`config.mk`:
```
export PLATFORM = sky130hd
export DESIGN_NAME = apb_arb_requester_flat
export DESIGN_NICKNAME = d
export VERILOG_FILES = /design/src/rtl/apb_arb_requester_if.sv /design/src/rtl/apb_arb_requester.sv /design/src/flat_wrapper.sv
export SDC_FILE = /design/constraint.sdc
export NUM_CORES = 1
export LEC_CHECK = 0
export CAP_MARGIN = 20
export CORE_UTILIZATION = 34
export CTS_BUF_LIST = sky130_fd_sc_hd__clkbuf_2 sky130_fd_sc_hd__clkbuf_4 sky130_fd_sc_hd__clkbuf_8
export DETAILED_ROUTE_END_ITERATION = 8
export PLACE_DENSITY = 0.82
export SETUP_SLACK_MARGIN = 0.3
export SLEW_MARGIN = 20
export SYNTH_ARGS = -nofsm -noshare
export SYNTH_HDL_FRONTEND = slang
export SYNTH_SLANG_ARGS = --single-unit
```
`constraint.sdc`:
```
create_clock -name pclk -period 2.41 [get_ports pclk]
set_clock_uncertainty 0.2 [all_clocks]
set_input_delay 0.6025 -clock pclk [delete_from_list [all_inputs] [get_ports pclk]]
set_output_delay 0.6025 -clock pclk [all_outputs]
set_load 0.01 [all_outputs]
```
`src/rtl/apb_arb_requester_if.sv`:
```
`default_nettype none
// ============================================================================
// Module      : apb_arb_requester_if
// Description : Bundles the two-requester request/response handshake and the
//               APB bus of apb_arb_requester. The master modport is the
//               arbiter/APB-master view; the slave modport is the view of the
//               environment (requesters plus peripheral).
// Revision    : 1.0 - initial release
// ============================================================================
interface apb_arb_requester_if #(
  parameter int ADDR_WIDTH = 32,
  parameter int DATA_WIDTH = 32
);
  localparam int STRB_WIDTH = DATA_WIDTH / 8;

  // Requester side
  logic [1:0]              req_valid;
  logic [1:0]              req_ready;
  logic [1:0]              req_write;
  logic [2*ADDR_WIDTH-1:0] req_addr;
  logic [2*DATA_WIDTH-1:0] req_wdata;
  logic [2*STRB_WIDTH-1:0] req_strb;
  logic [5:0]              req_prot;
  logic [1:0]              resp_valid;
  logic [DATA_WIDTH-1:0]   resp_rdata;
  logic                    resp_err;

  // APB side
  logic                    psel;
  logic                    penable;
  logic                    pwrite;
  logic [ADDR_WIDTH-1:0]   paddr;
  logic [DATA_WIDTH-1:0]   pwdata;
  logic [STRB_WIDTH-1:0]   pstrb;
  logic [2:0]              pprot;
  logic [DATA_WIDTH-1:0]   prdata;
  logic                    pready;
  logic                    pslverr;

  modport master (
    input  req_valid, req_write, req_addr, req_wdata, req_strb, req_prot,
    output req_ready, resp_valid, resp_rdata, resp_err,
    output psel, penable, pwrite, paddr, pwdata, pstrb, pprot,
    input  prdata, pready, pslverr
  );

  modport slave (
    output req_valid, req_write, req_addr, req_wdata, req_strb, req_prot,
    input  req_ready, resp_valid, resp_rdata, resp_err,
    input  psel, penable, pwrite, paddr, pwdata, pstrb, pprot,
    output prdata, pready, pslverr
  );
endinterface
`default_nettype wire

```
`src/rtl/apb_arb_requester.sv`:
```
`default_nettype none
// ============================================================================
// Module      : apb_arb_requester
// Description : Two-requester round-robin arbiter feeding a single APB master.
//               One transfer in flight; IDLE -> SETUP -> ACCESS sequencing.
//               Optional macro APB_ARB_TIMEOUT_EN aborts an ACCESS phase after
//               TIMEOUT_CYCLES cycles with pready low (error response).
// Revision    : 1.0 - initial release
// ============================================================================
module apb_arb_requester #(
  parameter int ADDR_WIDTH     = 32,
  parameter int DATA_WIDTH     = 32,
  parameter int TIMEOUT_CYCLES = 16
) (
  input  wire logic           pclk,
  input  wire logic           preset,
  apb_arb_requester_if.master bus
);
  localparam int STRB_WIDTH = DATA_WIDTH / 8;

  typedef enum logic [1:0] {
    IDLE   = 2'd0,
    SETUP  = 2'd1,
    ACCESS = 2'd2
  } state_t;

  state_t                state;
  state_t                state_nxt;
  logic                  grant;
  logic                  winner_nxt;
  logic                  winner;
  logic                  last_grant;
  logic                  xfer_done;
  logic                  xfer_abort;

  logic                  xfer_write;
  logic [ADDR_WIDTH-1:0] xfer_addr;
  logic [DATA_WIDTH-1:0] xfer_wdata;
  logic [STRB_WIDTH-1:0] xfer_strb;
  logic [2:0]            xfer_prot;

  logic                  sel_write;
  logic [ADDR_WIDTH-1:0] sel_addr;
  logic [DATA_WIDTH-1:0] sel_wdata;
  logic [STRB_WIDTH-1:0] sel_strb;
  logic [2:0]            sel_prot;

  logic [1:0]            resp_valid;
  logic [DATA_WIDTH-1:0] resp_rdata;
  logic                  resp_err;

`ifdef APB_ARB_TIMEOUT_EN
  localparam int CNT_W = $clog2(TIMEOUT_CYCLES + 1);
  logic [CNT_W-1:0] timeout_cnt;

  // Count ACCESS cycles spent waiting on pready; restart for each transfer.
  always_ff @(posedge pclk) begin
    if (preset || state == SETUP) begin
      timeout_cnt <= '0;
    end else if (state == ACCESS && !bus.pready) begin
      timeout_cnt <= timeout_cnt + 1'b1;
    end
  end
`else
  logic unused_timeout_cfg;
  assign unused_timeout_cfg = ^TIMEOUT_CYCLES;
`endif

  // State register.
  always_ff @(posedge pclk) begin
    if (preset) begin
      state <= IDLE;
    end else begin
      state <= state_nxt;
    end
  end

  // Next-state, arbitration and transfer completion decode.
  always_comb begin
    state_nxt  = state;
    grant      = 1'b0;
    winner_nxt = winner;
    xfer_done  = 1'b0;
    xfer_abort = 1'b0;
    case (state)
      IDLE: begin
        if (bus.req_valid != 2'b00) begin
          grant     = 1'b1;
          state_nxt = SETUP;
          // On a tie the requester that did not win last time goes next.
          if (bus.req_valid == 2'b11) begin
            winner_nxt = ~last_grant;
          end else begin
            winner_nxt = bus.req_valid[1];
          end
        end
      end
      SETUP: begin
        state_nxt = ACCESS;
      end
      ACCESS: begin
        if (bus.pready) begin
          xfer_done = 1'b1;
          state_nxt = IDLE;
        end
`ifdef APB_ARB_TIMEOUT_EN
        else if (timeout_cnt == CNT_W'(TIMEOUT_CYCLES - 1)) begin
          xfer_abort = 1'b1;
          state_nxt  = IDLE;
        end
`endif
      end
      default: begin
        state_nxt = IDLE;
      end
    endcase
  end

  // Select the candidate winner's request fields.
  always_comb begin
    sel_write = bus.req_write[winner_nxt];
    sel_prot  = winner_nxt ? bus.req_prot[5:3] : bus.req_prot[2:0];
    sel_addr  = winner_nxt ? bus.req_addr[2*ADDR_WIDTH-1:ADDR_WIDTH]
                           : bus.req_addr[ADDR_WIDTH-1:0];
    sel_wdata = winner_nxt ? bus.req_wdata[2*DATA_WIDTH-1:DATA_WIDTH]
                           : bus.req_wdata[DATA_WIDTH-1:0];
    sel_strb  = winner_nxt ? bus.req_strb[2*STRB_WIDTH-1:STRB_WIDTH]
                           : bus.req_strb[STRB_WIDTH-1:0];
  end

  // Latch the granted request and generate the completion response.
  always_ff @(posedge pclk) begin
    if (preset) begin
      winner     <= 1'b0;
      last_grant <= 1'b1;
      xfer_write <= 1'b0;
      xfer_addr  <= '0;
      xfer_wdata <= '0;
      xfer_strb  <= '0;
      xfer_prot  <= '0;
      resp_valid <= 2'b00;
      resp_rdata <= '0;
      resp_err   <= 1'b0;
    end else begin
      resp_valid <= 2'b00;
      if (grant) begin
        winner     <= winner_nxt;
        last_grant <= winner_nxt;
        xfer_write <= sel_write;
        xfer_addr  <= sel_addr;
        // Reads present zero write data and strobes on the bus.
        xfer_wdata <= sel_write ? sel_wdata : '0;
        xfer_strb  <= sel_write ? sel_strb : '0;
        xfer_prot  <= sel_prot;
      end
      if (xfer_done) begin
        resp_valid <= winner ? 2'b10 : 2'b01;
        resp_rdata <= xfer_write ? '0 : bus.prdata;
        resp_err   <= bus.pslverr;
      end else if (xfer_abort) begin
        resp_valid <= winner ? 2'b10 : 2'b01;
        resp_rdata <= '0;
        resp_err   <= 1'b1;
      end
    end
  end

  assign bus.req_ready  = grant ? (winner_nxt ? 2'b10 : 2'b01) : 2'b00;
  assign bus.psel       = (state != IDLE);
  assign bus.penable    = (state == ACCESS);
  assign bus.pwrite     = xfer_write;
  assign bus.paddr      = xfer_addr;
  assign bus.pwdata     = xfer_wdata;
  assign bus.pstrb      = xfer_strb;
  assign bus.pprot      = xfer_prot;
  assign bus.resp_valid = resp_valid;
  assign bus.resp_rdata = resp_rdata;
  assign bus.resp_err   = resp_err;
endmodule
`default_nettype wire

```
`src/flat_wrapper.sv`:
```
// flat-port wrapper written by rule: the top's interface ports become plain ports
module apb_arb_requester_flat 
#(
  parameter int ADDR_WIDTH     = 32,
  parameter int DATA_WIDTH     = 32,
  parameter int TIMEOUT_CYCLES = 16
)
  (pclk, preset, bus_req_valid, bus_req_write, bus_req_addr, bus_req_wdata, bus_req_strb, bus_req_prot, bus_req_ready, bus_resp_valid, bus_resp_rdata, bus_resp_err, bus_psel, bus_penable, bus_pwrite, bus_paddr, bus_pwdata, bus_pstrb, bus_pprot, bus_prdata, bus_pready, bus_pslverr);
  apb_arb_requester_if #(.ADDR_WIDTH(ADDR_WIDTH), .DATA_WIDTH(DATA_WIDTH)) bus_i ();
  input  wire logic pclk;
  input  wire logic preset;
  input wire logic [$bits(bus_i.req_valid)-1:0] bus_req_valid;
  input wire logic [$bits(bus_i.req_write)-1:0] bus_req_write;
  input wire logic [$bits(bus_i.req_addr)-1:0] bus_req_addr;
  input wire logic [$bits(bus_i.req_wdata)-1:0] bus_req_wdata;
  input wire logic [$bits(bus_i.req_strb)-1:0] bus_req_strb;
  input wire logic [$bits(bus_i.req_prot)-1:0] bus_req_prot;
  output wire logic [$bits(bus_i.req_ready)-1:0] bus_req_ready;
  output wire logic [$bits(bus_i.resp_valid)-1:0] bus_resp_valid;
  output wire logic [$bits(bus_i.resp_rdata)-1:0] bus_resp_rdata;
  output wire logic [$bits(bus_i.resp_err)-1:0] bus_resp_err;
  output wire logic [$bits(bus_i.psel)-1:0] bus_psel;
  output wire logic [$bits(bus_i.penable)-1:0] bus_penable;
  output wire logic [$bits(bus_i.pwrite)-1:0] bus_pwrite;
  output wire logic [$bits(bus_i.paddr)-1:0] bus_paddr;
  output wire logic [$bits(bus_i.pwdata)-1:0] bus_pwdata;
  output wire logic [$bits(bus_i.pstrb)-1:0] bus_pstrb;
  output wire logic [$bits(bus_i.pprot)-1:0] bus_pprot;
  input wire logic [$bits(bus_i.prdata)-1:0] bus_prdata;
  input wire logic [$bits(bus_i.pready)-1:0] bus_pready;
  input wire logic [$bits(bus_i.pslverr)-1:0] bus_pslverr;
  assign bus_i.req_valid = bus_req_valid;
  assign bus_i.req_write = bus_req_write;
  assign bus_i.req_addr = bus_req_addr;
  assign bus_i.req_wdata = bus_req_wdata;
  assign bus_i.req_strb = bus_req_strb;
  assign bus_i.req_prot = bus_req_prot;
  assign bus_req_ready = bus_i.req_ready;
  assign bus_resp_valid = bus_i.resp_valid;
  assign bus_resp_rdata = bus_i.resp_rdata;
  assign bus_resp_err = bus_i.resp_err;
  assign bus_psel = bus_i.psel;
  assign bus_penable = bus_i.penable;
  assign bus_pwrite = bus_i.pwrite;
  assign bus_paddr = bus_i.paddr;
  assign bus_pwdata = bus_i.pwdata;
  assign bus_pstrb = bus_i.pstrb;
  assign bus_pprot = bus_i.pprot;
  assign bus_i.prdata = bus_prdata;
  assign bus_i.pready = bus_pready;
  assign bus_i.pslverr = bus_pslverr;
  apb_arb_requester #(.ADDR_WIDTH(ADDR_WIDTH), .DATA_WIDTH(DATA_WIDTH), .TIMEOUT_CYCLES(TIMEOUT_CYCLES)) u_core (.pclk(pclk), .preset(preset), .bus(bus_i));
endmodule
```
Word level (Yosys, flattened, before mapping)
Cells that the tools add are included.
{ "totals": {"reg_bits": 111, "in_bits": 182, "out_inout_bits": 111, "elab_cells": 46} }
{ "classes": {"n_lt_le_gt_ge": 1, "n_eq_ne": 5, "mux": 22, "bitwise": 2, "reduce_logical": 5} }
{ "op_table": {"columns": ["op", "n"], "rows": [
  ["32-bit 2-to-1 mux", 4],
  ["2-bit 2-to-1 mux", 5],
  ["1-bit 2-to-1 mux", 9],
  ["4-bit 2-to-1 mux", 2],
  ["2-bit one-hot mux with 3 select lines", 1],
  ["2-bit equality test, second input constant", 2],
  ["2-bit by 1-bit != test with 1-bit output, second input constant", 2],
  ["2-bit nonzero test", 2],
  ["3-bit 2-to-1 mux", 1],
  ["2-bit by 1-bit equality test with 1-bit output, second input constant", 1],
  ["2-bit logical NOT", 1],
  ["1-bit by 2-bit < comparator with 1-bit output, second input constant", 1],
  ["1-bit NOT", 2],
  ["2-bit AND reduction", 1],
  ["2-bit OR reduction", 1]
]} }

Depth between registers and ports, before layout
Gate-level depths: netlist of the first run.
{ "logic_depth": {"ltp_word": 7, "depth_mapped": 7} }

Worst setup path after synthesis of the first run
Ideal clock, no wire load.
{ "synth_timing": {"kind": "input to output", "startpoint": "input port bus_req_valid[1]", "endpoint": "output port bus_req_ready[1]", "arrival_ps": 1663, "required_ps": 1607, "setup_slack_ps": -55, "cell_stages": 4, "n_path_buf": 2, "path_cell_list": "nor3b_1 > a21boi_2 > buf_2 > buf_2"} }
{ "synth_between": {"elab_chain_len": 6} }
{ "synth_lines": {"columns": ["item", "line_no", "rtl"], "rows": [
  ["from (decl)", "flat_wrapper.sv:12", "input wire logic [$bits(bus_i.req_valid)-1:0] bus_req_valid;"],
  ["2-bit equality test", "apb_arb_requester.sv:91", "if (bus.req_valid == 2'b11) begin"],
  ["1-bit 2-to-1 mux", "apb_arb_requester.sv:91", null],
  ["1-bit 2-to-1 mux", "apb_arb_requester.sv:87", "if (bus.req_valid != 2'b00) begin"],
  ["1-bit 2-to-1 mux", "apb_arb_requester.sv:85", "case (state)"],
  ["2-bit 2-to-1 mux", "apb_arb_requester.sv:168", "assign bus.req_ready = grant ? (winner_nxt ? 2'b10 : 2'b01) : 2'b00;"],
  ["2-bit 2-to-1 mux (*)", "apb_arb_requester.sv:168", null],
  ["to (decl)", "flat_wrapper.sv:18", "output wire logic [$bits(bus_i.req_ready)-1:0] bus_req_ready;"]
]} }
Every way passes the cells marked *; elsewhere a longest branch is shown, timed or not.

Final worst setup path of the first run
{ "layout_timing": {"startpoint": "register u_core.state[1]", "endpoint": "output port bus_req_ready[0]"} }
{ "layout_between": {"elab_chain_len": 4} }
{ "layout_lines": {"columns": ["item", "line_no", "rtl"], "rows": [
  ["from (decl)", "apb_arb_requester.sv:27", "state_t state;"],
  ["from (signal assigned)", "apb_arb_requester.sv:74", "state <= state_nxt;"],
  ["2-bit logical NOT (*)", "apb_arb_requester.sv:85", null],
  ["1-bit 2-to-1 mux", "apb_arb_requester.sv:85", null],
  ["2-bit 2-to-1 mux", "apb_arb_requester.sv:168", null],
  ["2-bit 2-to-1 mux (*)", "apb_arb_requester.sv:168", null]
]} }
Marks and branches as above.

==> results of run 1 <==
worst paths after layout:
| path | startpoint | end | slack (ns) | cells past startpoint |
|---|---|---|---|---|
| setup / recovery | u_core.state[1]$_SDFFE_PP0P_ | bus_req_ready[0] | 0.22 | 3 |
| hold / removal | u_core.bus.resp_err$_SDFFE_PP0P_ | u_core.bus.resp_err$_SDFFE_PP0P_ | 0.28 | 2 |
| setup reg to reg | u_core.state[1]$_SDFFE_PP0P_ | u_core.bus.pwdata[3]$_SDFFE_PP0P_ | 0.34 | 6 |
| hold reg to reg | u_core.bus.resp_err$_SDFFE_PP0P_ | u_core.bus.resp_err$_SDFFE_PP0P_ | 0.28 | 2 |
worst max-delay path: stages (launching register included):
cell and delay [ns]:
sky130_fd_sc_hd__dfxtp_4 0.38, sky130_fd_sc_hd__or2_4 0.27, sky130_fd_sc_hd__nor3_4 0.19, sky130_fd_sc_hd__buf_2 0.17
kinds of logic (layout without fill, tap and decap cells):
| family | count (synthesis) | after routing | share of synthesized area [%] |
|---|---|---|---|
| AND/OR/NAND/NOR | 123 | 123 | 11.0 |
| AO/OA/AOI/OAI | 148 | 148 | 33.7 |
| flip-flops | 111 | 111 | 49.8 |
| other | 0 | 1 | 0 |
| multiplexers | 1 | 1 | 0.224 |
| buffers and inverters | 46 | 343 | 5.19 |
cell usage in the layout (no fill, tap or decap), types with 2 or more instances in the layout:
cell and count:
sky130_fd_sc_hd__clkdlybuf4s50_1 184, sky130_fd_sc_hd__dfxtp_1 107, sky130_fd_sc_hd__nand2_1 75, sky130_fd_sc_hd__dlygate4sd2_1 71, sky130_fd_sc_hd__nor2_1 39, sky130_fd_sc_hd__a22oi_1 36
sky130_fd_sc_hd__a222oi_1 35, sky130_fd_sc_hd__a22o_1 32, sky130_fd_sc_hd__dlymetal6s2s_1 32, sky130_fd_sc_hd__a221oi_2 30, sky130_fd_sc_hd__buf_4 26, sky130_fd_sc_hd__clkbuf_8 10
sky130_fd_sc_hd__a221oi_1 6, sky130_fd_sc_hd__buf_12 5, sky130_fd_sc_hd__buf_6 4, sky130_fd_sc_hd__clkinvlp_4 3, sky130_fd_sc_hd__nor2b_4 2, sky130_fd_sc_hd__a21oi_1 2
sky130_fd_sc_hd__inv_6 2, sky130_fd_sc_hd__clkbuf_2 2, sky130_fd_sc_hd__dfxtp_2 2, sky130_fd_sc_hd__dfxtp_4 2
registers in the layout, summed over array words and instances, names as in the netlist:
register and flops:
u_core.bus.paddr 32, u_core.bus.pwdata 32, u_core.bus.resp_rdata 32, u_core.bus.pstrb 4, u_core.bus.pprot 3, u_core.bus.resp_valid 2
u_core.state 2, u_core.bus.pwrite 1, u_core.bus.resp_err 1, u_core.last_grant 1, u_core.winner 1
area by class of cell:
class,count,area (um^2)
tap,172,215
clock buffer,10,138
multi-input combinational,272,2060
sequential,111,2230
inverter,1,3.75
clock inverter,6,51.3
fill,1054,4770
timing repair buffer,326,3240
antenna,1,2.50
routing by layer:
| metal | up-vias | part of all wire [%] | global-route usage (%) |
|---|---|---|---|
| li1 | 2249 | - | - |
| met1 | 2326 | 38 | 24.3 |
| met2 | 241 | 52 | 42.1 |
| met3 | 28 | 8.1 | 5.81 |
| met4 | 0 | 2.7 | 11.0 |
| met5 | - | 0 | 0 |
through the flow:
step	setup WS, ns	util [%]	TNS, ns
after floorplan	0.264	-	0
after global placement	-0.479	60.4	-14.15
after detailed placement	-0.492	60.4	-19.37
after CTS	0.210	61.4	0
after global routing	0.149	62.5	0
final	0.220	62.5	0
timing repair:
item,CTS,global route
hold buffers,0,0
pin swaps,2,2
buffers inserted,1,5
resized for setup,94,37
cloned,0,1
endpoints found under the setup margin,126,91
report_power, final:
group          total (mW)  leakage [nW]  internal, mW  switching (mW)
combinational        1.27          2.71         0.690           0.584
sequential           2.03         0.907          1.95          0.0799
clock                1.09        0.0875         0.419           0.671
==> flow_metrics.env, run 1 <==
export IMPL_synthesis_nets=611
export IMPL_timing_final_crit_share_pct=90.9
export IMPL_drc=0
export IMPL_number_of_synthesized_flops_with_an_enable_pin=0
export IMPL_dpl_cell_count=875
export IMPL_highest_achievable_clock_rate_mhz=457
export IMPL_post_dp_hpwl_um=12100
export IMPL_layoutNonFillerInstCount=899
export IMPL_antenna_found_initial=1
export IMPL_rows=41
export IMPL_avgRoutedWirePerCell_um=18.5
export IMPL_global_route_overflow_total=0
export IMPL_yosys_cell_count_top_type="sky130_fd_sc_hd__dfxtp_1"
export IMPL_area_delta_synth_final_pct=78.2
export IMPL_fin_crit_ns=2.19
export IMPL_ys_ff_latch=111
export IMPL_grt_start_max_net_pins=38
export IMPL_io_pins=293
export IMPL_routabilityCongestion=0.820
export IMPL_clock_tree_buffer_depth=2
export IMPL_synthFlopType="sky130_fd_sc_hd__dfxtp_1"
export IMPL_root_buffer="sky130_fd_sc_hd__clkbuf_8"
export IMPL_timing_critical_path_from_type="register"
export IMPL_stdcell_area_mm2=0.00795
export IMPL_synth_top_cell_by_area="sky130_fd_sc_hd__dfxtp_1"
export IMPL_pwr_total_mw=4.40
export IMPL_worst_ep_arrival_time_ns=1.39
export IMPL_clock_sink_count=111
export IMPL_max_cap_violations=0
export IMPL_finalHoldViolations=0
export IMPL_classification_of_the_worst_setup_path="register to output pin"
export IMPL_synth_top_cells_by_area="sky130_fd_sc_hd__dfxtp_1, sky130_fd_sc_hd__a221oi_2, sky130_fd_sc_hd__a222oi_1, sky130_fd_sc_hd__nand2_1, sky130_fd_sc_hd__a22o_1"
export IMPL_route_vias_total=4844
export IMPL_initial_utilization_pct=35.1
export IMPL_grt_setup_unrepaired="yes"
export IMPL_clk_pin_slew_worst_paths_ns=0.10
export IMPL_clock_tree_from_tritoncts="yes"
export IMPL_placeableCoreArea_mm2=0.0127
export IMPL_worstHoldPathType="register to register"
export IMPL_run_status="finished, final reports clean"
export IMPL_worst_rel_slew_slack_pct=63.9
export IMPL_async_reset_ff_share_pct=0
export IMPL_post_synth_cell_area_avg_um2=10.4
export IMPL_endpoint_kind="output pin"
export IMPL_antenna_violating_nets_post_route=0
export IMPL_layout_drive_gt1_share_pct=13.9
export IMPL_leakage_nw=3.71
export IMPL_dieArea_mm2=0.0136
export IMPL_cts_buffers_inserted=9
export IMPL_drtIter0Drc=405
export IMPL_power_per_cell_area_mw_per_mm2=553
export IMPL_post_drt_via_cell_ratio=5.39
export IMPL_finalSetupViolations=0
export IMPL_yosysTopAreaCellShare_pct=49.8
export IMPL_synth_cell_type_count=27
export IMPL_dieWidth_um=117
export IMPL_ys_warnings_count=0
export IMPL_portBuffers=292
export IMPL_first_pass_grt_wire_length_um=23600
export IMPL_clock_latency_ns=0.38
export IMPL_crit_fanout=4
export IMPL_fp_dieH_um=117
export IMPL_place_area_mm2=0.00768
export IMPL_number_of_h_tree_levels=3
export IMPL_finalMaxSlewViolations=0
export IMPL_route_final_wire_length_um=16600
export IMPL_first_global_vias=4795
export IMPL_max_vdd_ir_drop_uv=361
export IMPL_post_synth_most_frequent_cells="sky130_fd_sc_hd__dfxtp_1, sky130_fd_sc_hd__nand2_1, sky130_fd_sc_hd__nor2_1"
export IMPL_post_synth_inst_count=429
export IMPL_worst_slew_pin_slew_ns=0.542
export IMPL_required_worst_endpoint_ns=1.61
export IMPL_drt_pass1_iter_count=8
export IMPL_total_global_route_track_usage_pct=22.9
export IMPL_yosysSeqAreaShare_pct=49.8
export IMPL_hold_worst_slack_ns=0.281
export IMPL_syn_cell_area_mm2=0.00446
export IMPL_nets=903
No activity file was read; power rests on OpenSTA's default activity.
==> inputs of run 2 (changes only) <==
- HOLD_SLACK_MARGIN: unset -> 0.15
==> results of run 2 <==
Final layout, timing and power as in run 1 (identical DEF).
